`config.mk`:
```
export PLATFORM = sky130hd
export DESIGN_NAME = fft_arith_unit_flat
export DESIGN_NICKNAME = d
export VERILOG_FILES = /design/src/rtl/fft_arith_pkg.sv /design/src/rtl/fft_arith_if.sv /design/src/rtl/fft_arith_unit_addsub.sv /design/src/rtl/fft_arith_unit.sv /design/src/flat_wrapper.sv
export SDC_FILE = /design/constraint.sdc
export NUM_CORES = 1
export LEC_CHECK = 0
export ABC_AREA = 1
export ABC_CLOCK_PERIOD_IN_PS = 6200
export BUFFER_PORTS_ARGS = -buffer_cell sky130_fd_sc_hd__buf_2
export CAP_MARGIN = 0
export CORE_ASPECT_RATIO = 0.7
export CORE_MARGIN = 2
export CORE_UTILIZATION = 50
export CTS_CLUSTER_DIAMETER = 60
export DETAILED_ROUTE_END_ITERATION = 8
export PLACE_DENSITY = 0.84
export SETUP_SLACK_MARGIN = 0.3
export SYNTH_ARGS = -nofsm -noshare
export SYNTH_HDL_FRONTEND = slang
export SYNTH_SLANG_ARGS = --single-unit
export TNS_END_PERCENT = 10
```
`constraint.sdc`:
```
create_clock -name clk -period 6.2 [get_ports clk]
set_input_delay 0.31 -clock clk [delete_from_list [all_inputs] [get_ports clk]]
set_output_delay 0.31 -clock clk [all_outputs]
set_load 0.01 [all_outputs]
```
`src/rtl/fft_arith_pkg.sv`:
```
// fft_arith_pkg: shared data/twiddle widths, Q1.7 unity constant, default multiplier latency
package fft_arith_pkg;
  localparam int DATA_WIDTH = 10;
  localparam int FACTOR_WIDTH = 9;
  localparam int MUL_WIDTH = DATA_WIDTH + FACTOR_WIDTH;
  localparam int TWIDDLE_ONE = 128;
  localparam int MUL_PIPE_STAGE_DEF = 1;
endpackage

```
`src/rtl/fft_arith_if.sv`:
```
// fft_arith_if: adder operands/result and multiplier operands/product/valid; master drives operands, slave returns results
interface fft_arith_if import fft_arith_pkg::*; #(
  parameter int ADD_A_WIDTH = DATA_WIDTH,
  parameter int ADD_B_WIDTH = DATA_WIDTH,
  parameter int ADD_OUT_WIDTH = DATA_WIDTH,
  parameter int MUL_A_WIDTH = DATA_WIDTH,
  parameter int MUL_B_WIDTH = FACTOR_WIDTH
);
  logic add_sub;
  logic signed [ADD_A_WIDTH-1:0] add_a;
  logic signed [ADD_B_WIDTH-1:0] add_b;
  logic signed [ADD_OUT_WIDTH-1:0] add_out;
  logic signed [MUL_A_WIDTH-1:0] mul_a;
  logic signed [MUL_B_WIDTH-1:0] mul_b;
  logic mul_vld_in;
  logic signed [MUL_A_WIDTH+MUL_B_WIDTH-1:0] mul_p;
  logic mul_vld_out;
  modport master (output add_sub, add_a, add_b, mul_a, mul_b, mul_vld_in, input add_out, mul_p, mul_vld_out);
  modport slave (input add_sub, add_a, add_b, mul_a, mul_b, mul_vld_in, output add_out, mul_p, mul_vld_out);
endinterface

```
`src/rtl/fft_arith_unit_addsub.sv`:
```
// addsub_comb: combinational signed a+b / a-b (sub), operands sign-extended or truncated to OUT_WIDTH, result wraps
module addsub_comb import fft_arith_pkg::*; #(
  parameter int A_WIDTH = DATA_WIDTH,
  parameter int B_WIDTH = DATA_WIDTH,
  parameter int OUT_WIDTH = DATA_WIDTH
) (
  input  logic sub,
  input  logic signed [A_WIDTH-1:0] a,
  input  logic signed [B_WIDTH-1:0] b,
  output logic signed [OUT_WIDTH-1:0] out
);
  logic signed [OUT_WIDTH-1:0] a_x, b_x;
  assign a_x = OUT_WIDTH'(a);
  assign b_x = OUT_WIDTH'(b);
  assign out = sub ? a_x - b_x : a_x + b_x;
endmodule

```
`src/rtl/fft_arith_unit.sv`:
```
// fft_arith_unit: comb add/sub plus MUL_PIPE_STAGE-deep signed multiplier with valid; ports clk, rst (async high), bus (fft_arith_if.slave)
module fft_arith_unit import fft_arith_pkg::*; #(
  parameter int ADD_A_WIDTH = DATA_WIDTH,
  parameter int ADD_B_WIDTH = DATA_WIDTH,
  parameter int ADD_OUT_WIDTH = DATA_WIDTH,
  parameter int MUL_A_WIDTH = DATA_WIDTH,
  parameter int MUL_B_WIDTH = FACTOR_WIDTH,
  parameter int MUL_PIPE_STAGE = MUL_PIPE_STAGE_DEF
) (
  input logic clk,
  input logic rst,
  fft_arith_if.slave bus
);
  localparam int P_WIDTH = MUL_A_WIDTH + MUL_B_WIDTH;
  logic signed [MUL_A_WIDTH-1:0] a_q;
  logic signed [MUL_B_WIDTH-1:0] b_q;
  logic vld_q;
  logic signed [P_WIDTH-1:0] prod;
  addsub_comb #(.A_WIDTH(ADD_A_WIDTH), .B_WIDTH(ADD_B_WIDTH), .OUT_WIDTH(ADD_OUT_WIDTH)) u_addsub (
    .sub(bus.add_sub), .a(bus.add_a), .b(bus.add_b), .out(bus.add_out)
  );
  always_ff @(posedge clk or posedge rst) begin
    if (rst) begin
      a_q <= '0;
      b_q <= '0;
      vld_q <= 1'b0;
    end else begin
      a_q <= bus.mul_a;
      b_q <= bus.mul_b;
      vld_q <= bus.mul_vld_in;
    end
  end
  assign prod = P_WIDTH'(a_q) * P_WIDTH'(b_q);
  if (MUL_PIPE_STAGE == 1) begin : g_direct
    assign bus.mul_p = prod;
    assign bus.mul_vld_out = vld_q;
  end else begin : g_pipe
    logic signed [P_WIDTH-1:0] p_q [MUL_PIPE_STAGE-1];
    logic v_q [MUL_PIPE_STAGE-1];
    always_ff @(posedge clk or posedge rst) begin
      if (rst) begin
        for (int i = 0; i < MUL_PIPE_STAGE-1; i++) begin
          p_q[i] <= '0;
          v_q[i] <= 1'b0;
        end
      end else begin
        p_q[0] <= prod;
        v_q[0] <= vld_q;
        for (int i = 1; i < MUL_PIPE_STAGE-1; i++) begin
          p_q[i] <= p_q[i-1];
          v_q[i] <= v_q[i-1];
        end
      end
    end
    assign bus.mul_p = p_q[MUL_PIPE_STAGE-2];
    assign bus.mul_vld_out = v_q[MUL_PIPE_STAGE-2];
  end
endmodule

```
`src/flat_wrapper.sv`:
```
// flat-port wrapper written by rule: the top's interface ports become plain ports
module fft_arith_unit_flat import fft_arith_pkg::*;
#(
  parameter int ADD_A_WIDTH = DATA_WIDTH,
  parameter int ADD_B_WIDTH = DATA_WIDTH,
  parameter int ADD_OUT_WIDTH = DATA_WIDTH,
  parameter int MUL_A_WIDTH = DATA_WIDTH,
  parameter int MUL_B_WIDTH = FACTOR_WIDTH,
  parameter int MUL_PIPE_STAGE = MUL_PIPE_STAGE_DEF
)
  (clk, rst, bus_add_sub, bus_add_a, bus_add_b, bus_mul_a, bus_mul_b, bus_mul_vld_in, bus_add_out, bus_mul_p, bus_mul_vld_out);
  fft_arith_if #(.ADD_A_WIDTH(ADD_A_WIDTH), .ADD_B_WIDTH(ADD_B_WIDTH), .ADD_OUT_WIDTH(ADD_OUT_WIDTH), .MUL_A_WIDTH(MUL_A_WIDTH), .MUL_B_WIDTH(MUL_B_WIDTH)) bus_i ();
  input logic clk;
  input logic rst;
  input wire logic [$bits(bus_i.add_sub)-1:0] bus_add_sub;
  input wire logic [$bits(bus_i.add_a)-1:0] bus_add_a;
  input wire logic [$bits(bus_i.add_b)-1:0] bus_add_b;
  input wire logic [$bits(bus_i.mul_a)-1:0] bus_mul_a;
  input wire logic [$bits(bus_i.mul_b)-1:0] bus_mul_b;
  input wire logic [$bits(bus_i.mul_vld_in)-1:0] bus_mul_vld_in;
  output wire logic [$bits(bus_i.add_out)-1:0] bus_add_out;
  output wire logic [$bits(bus_i.mul_p)-1:0] bus_mul_p;
  output wire logic [$bits(bus_i.mul_vld_out)-1:0] bus_mul_vld_out;
  assign bus_i.add_sub = bus_add_sub;
  assign bus_i.add_a = bus_add_a;
  assign bus_i.add_b = bus_add_b;
  assign bus_i.mul_a = bus_mul_a;
  assign bus_i.mul_b = bus_mul_b;
  assign bus_i.mul_vld_in = bus_mul_vld_in;
  assign bus_add_out = bus_i.add_out;
  assign bus_mul_p = bus_i.mul_p;
  assign bus_mul_vld_out = bus_i.mul_vld_out;
  fft_arith_unit #(.ADD_A_WIDTH(ADD_A_WIDTH), .ADD_B_WIDTH(ADD_B_WIDTH), .ADD_OUT_WIDTH(ADD_OUT_WIDTH), .MUL_A_WIDTH(MUL_A_WIDTH), .MUL_B_WIDTH(MUL_B_WIDTH), .MUL_PIPE_STAGE(MUL_PIPE_STAGE)) u_core (.clk(clk), .rst(rst), .bus(bus_i));
endmodule
```
# [After elaboration in Yosys (flattened, before gate mapping)]
# Cells that the tools add are included.
[totals] regBits=20 out_inout_bits=30
[classes] add_sub_neg=2 multipliers=1 muxes=1
[op_table] cell="$mul 10x9->19" count=1
[op_table] cell="$add 10x10->10" count=1
[op_table] cell="$mux 10" count=1
[op_table] cell="$sub 10x10->10" count=1

# [Longest topological paths before layout]
[depth] ltp_word=2 ltp_mapped=21

# [Cells and area by module]
# From an unflattened synthesis, not the netlist that was laid out.
[unflattened] hier_cells=625 area_unflattened_um2=4750.8
[by_module_without_submodules] module="fft_arith_unit" instances=1 cells_each=500 area_per_inst_um2=4060.1
[by_module_without_submodules] module="addsub_comb" instances=1 cells_each=125 area_per_inst_um2=690.7

# [Least setup slack after synthesis]
# Ideal clock, no wire load.
[synth_timing] path_kind="flip-flop to output port" from="register u_core.b_q[8]" to="output bus_mul_p[12]" arrival_ps=4381 slack_ps=1509 stages_incl_launch_ff=16 path_buffers=0 cell_sequence="dfrtp_1 > clkinv_1 > or2_2 > fa_1 > fa_1 > inv_1 > fa_1 > fa_1 > fa_1 > ha_1 > nand2_1 > inv_1 > nand2_1 > nand3_2 > a21oi_1 > xnor2_1"
[synth_via] elab_chain_cells=1
[synth_lines] element="from (decl)" line_no="fft_arith_unit.sv:16" source="logic signed [MUL_B_WIDTH-1:0] b_q;"
[synth_lines] element="from (signal assigned)" line_no="fft_arith_unit.sv:29" source="b_q <= bus.mul_b;"
[synth_lines] element="$mul 10x9->19" line_no="fft_arith_unit.sv:33" source="assign prod = P_WIDTH'(a_q) * P_WIDTH'(b_q);"
[synth_lines] element="to (decl)" line_no="flat_wrapper.sv:22" source="output wire logic [$bits(bus_i.mul_p)-1:0] bus_mul_p;"
# Every way passes these cells.

# [Final worst setup path]
# Ends and elaborated chain as after synthesis.

==> results.ini <==
[run_status]
status=finished clean

[cts]
post_cts_resized=0
numClockSinks=20
post_cts_buffers=0
clkTransAtPathRegs_ps=50
cts.hold.buffers_added=0
h-tree-depth=1
cts_tree=built
cts-root-buf=clkbuf_16
cts_buffer_depth=2
cts_buffers=3

[drt]
vias_per_cell=4.94
drcViolationCount=0
routed_wl_um=10100
drt-initial-drc-count=262
antenna_left=0
via_count=3904
firstDrtPassIters=4
detail_route.wl_per_cell_um=12.8

[timing]
tns_ps=0
finalCritPeriodShare_pct=87.9
tightest_slew_ps=735
period_minus_slack_ps=5450
finalHoldViolCount=0
setup_viol=0
rsz0062_at_grt=false
relSlewSlack_pct=51.0
setup_ws_ps=752
holdWs_ps=163
slew_viol_final=0
max_freq_mhz=184

[pwr]
power_density_nw_per_um2=462
power.leakage_nw=3.24
vdd_drop_max_uv=300

[die]
ios=73
core.rowCount=29
die_h_um=84.9
dieArea_um2=10200
core_area_um2=9070
die_x_um=120
initial_utilization_pct=51.6

[setup_path]
crit_type=register to primary output
crit_required_ps=5890
start_kind=register
cp_max_fo=10
end_kind=primary output
arrival_ps=5140

[synth]
post_synth_num_cell_types=28
postSynthAreaPerCell_um2=7.68
synth_xor_area_share_pct=4.49
synth_compound_area_share_pct=3.18
ys_async_sr_fraction_pct=100
synthMuxAreaShare_pct=0
syn_area_um2=4680
yosys.area_share.simple_pct=20.4
synthFlopType=dfrtp_1
synthAdderAreaFrac_pct=46.8
synth_top_family_by_area=adder cells
synth_edf_count=0
syn_nets=780
postSynthCellCount=609
synth_seq_cells=20
ys_seq_area_share_pct=10.7
yosysWarnings=0

[global_route]
grt_max_degree=21
grt-ovfl-total=0
grt_pass1_wl_um=18200
grtUsageTotal_pct=21.8
antenna_found_initial=0
grt_pass1_vias=4103

[hold_path]
min-delay-path-class=input port to register
min_path_cells=1

[placement]
pre_cts_slack_ps=1060
gp_congestion=0.886
port_buffers=72
dpl.hpwl_um=8900

[cells_and_area]
final_nets=839
syn_to_final_growth_pct=11.2
layout_commonest_cell=nand2_1
antenna_cells=0
drive_gt1_share_pct=12.8
fillerInstances=824
mostFrequentLayoutCells=168 x nand2_1, 160 x inv_1, 78 x fa_1
utilization_pct=57.3

[run]
maxCapViolCount=0

-- power breakdown --
part           leakage [nW]  internal [mW]  switching [mW]  total, mW
clock network        0.0370         0.0848          0.0429      0.128
registers             0.233          0.137          0.0189      0.156
logic                  2.97          0.857            1.26       2.12
-- synthesized netlist by cell type (2+ instances only) --
master    count  area share, %
o21bai_1      2           0.32
a21o_1        2           0.32
or2_2         4           0.53
clkbuf_1     18            1.4
nand3_1      27            2.9
nand4_1       3           0.40
xor2_1       20            3.7
ha_1         50             13
o21ai_0       5           0.53
nand2_1     168             13
dfrtp_1      20             11
a21oi_1      13            1.4
fa_1         78             33
nand3_2       2           0.43
nor2_1       19            1.5
inv_1       160             13
and2_1        2           0.27
nor3_1        3           0.32
xnor2_1       4           0.75
-- final cells by class --
cell class	count	area (um2)	area share, %
Timing Repair Buffer	72	360	6.93
Clock buffer	3	75.1	1.44
Tap cell	124	155	2.98
Multi-Input combinational cell	409	3500	67.3
Sequential cell	20	500	9.62
Inverter	162	608	11.7
-- cells by family after synthesis --
logic type | after synthesis
flip-flops | 20
AND/OR/NAND/NOR | 231
adder cells (fa/ha/maj) | 128
AO/OA/AOI/OAI | 26
buffers and inverters | 180
XOR/XNOR | 24
-- final timing paths --
check | from | slack, ps | to
min | bus_mul_a[1] | 160 | u_core.a_q[1]
max | u_core.b_q[8] | 750 | bus_mul_p[12]
max in group asynchronous | rst | 5560 | u_core.b_q[5]
min in group asynchronous | rst | 180 | u_core.a_q[4]
-- state kept, by name, summed over array words and instances (netlist names) --
name,flops
u_core.b_q,9
u_core.bus.mul_vld_out,1
u_core.a_q,10
-- per-stage QoR --
stage,cell area (um2),total power [mW],cells
final,5200,2.40,790
after global routing,5200,2.73,790
after CTS,5200,2.42,790
after detailed placement,5130,2.27,787
after global placement,5130,2.21,787
after floorplan,4680,1.65,609
-- layer usage --
metal	vias up	GRT usage [%]	share of wire [%]
met5	-	0	0
met1	1875	29.2	43
met3	12	2.55	4.9
met2	123	39.1	51
li1	1894	-	-
met4	0	3.53	0.97
-- critical path: stages, from the launching register on --
cell,delay (ps)
dfrtp_1,380
clkinv_1,250
or2_2,370
fa_1,480
fa_1,540
inv_1,50
fa_1,500
fa_1,570
fa_1,420
ha_1,370
nand2_1,110
inv_1,40
nand2_1,100
nand3_2,150
a21oi_1,210
xnor2_1,160
buf_2,160
Power figures use the tool's default switching activity.
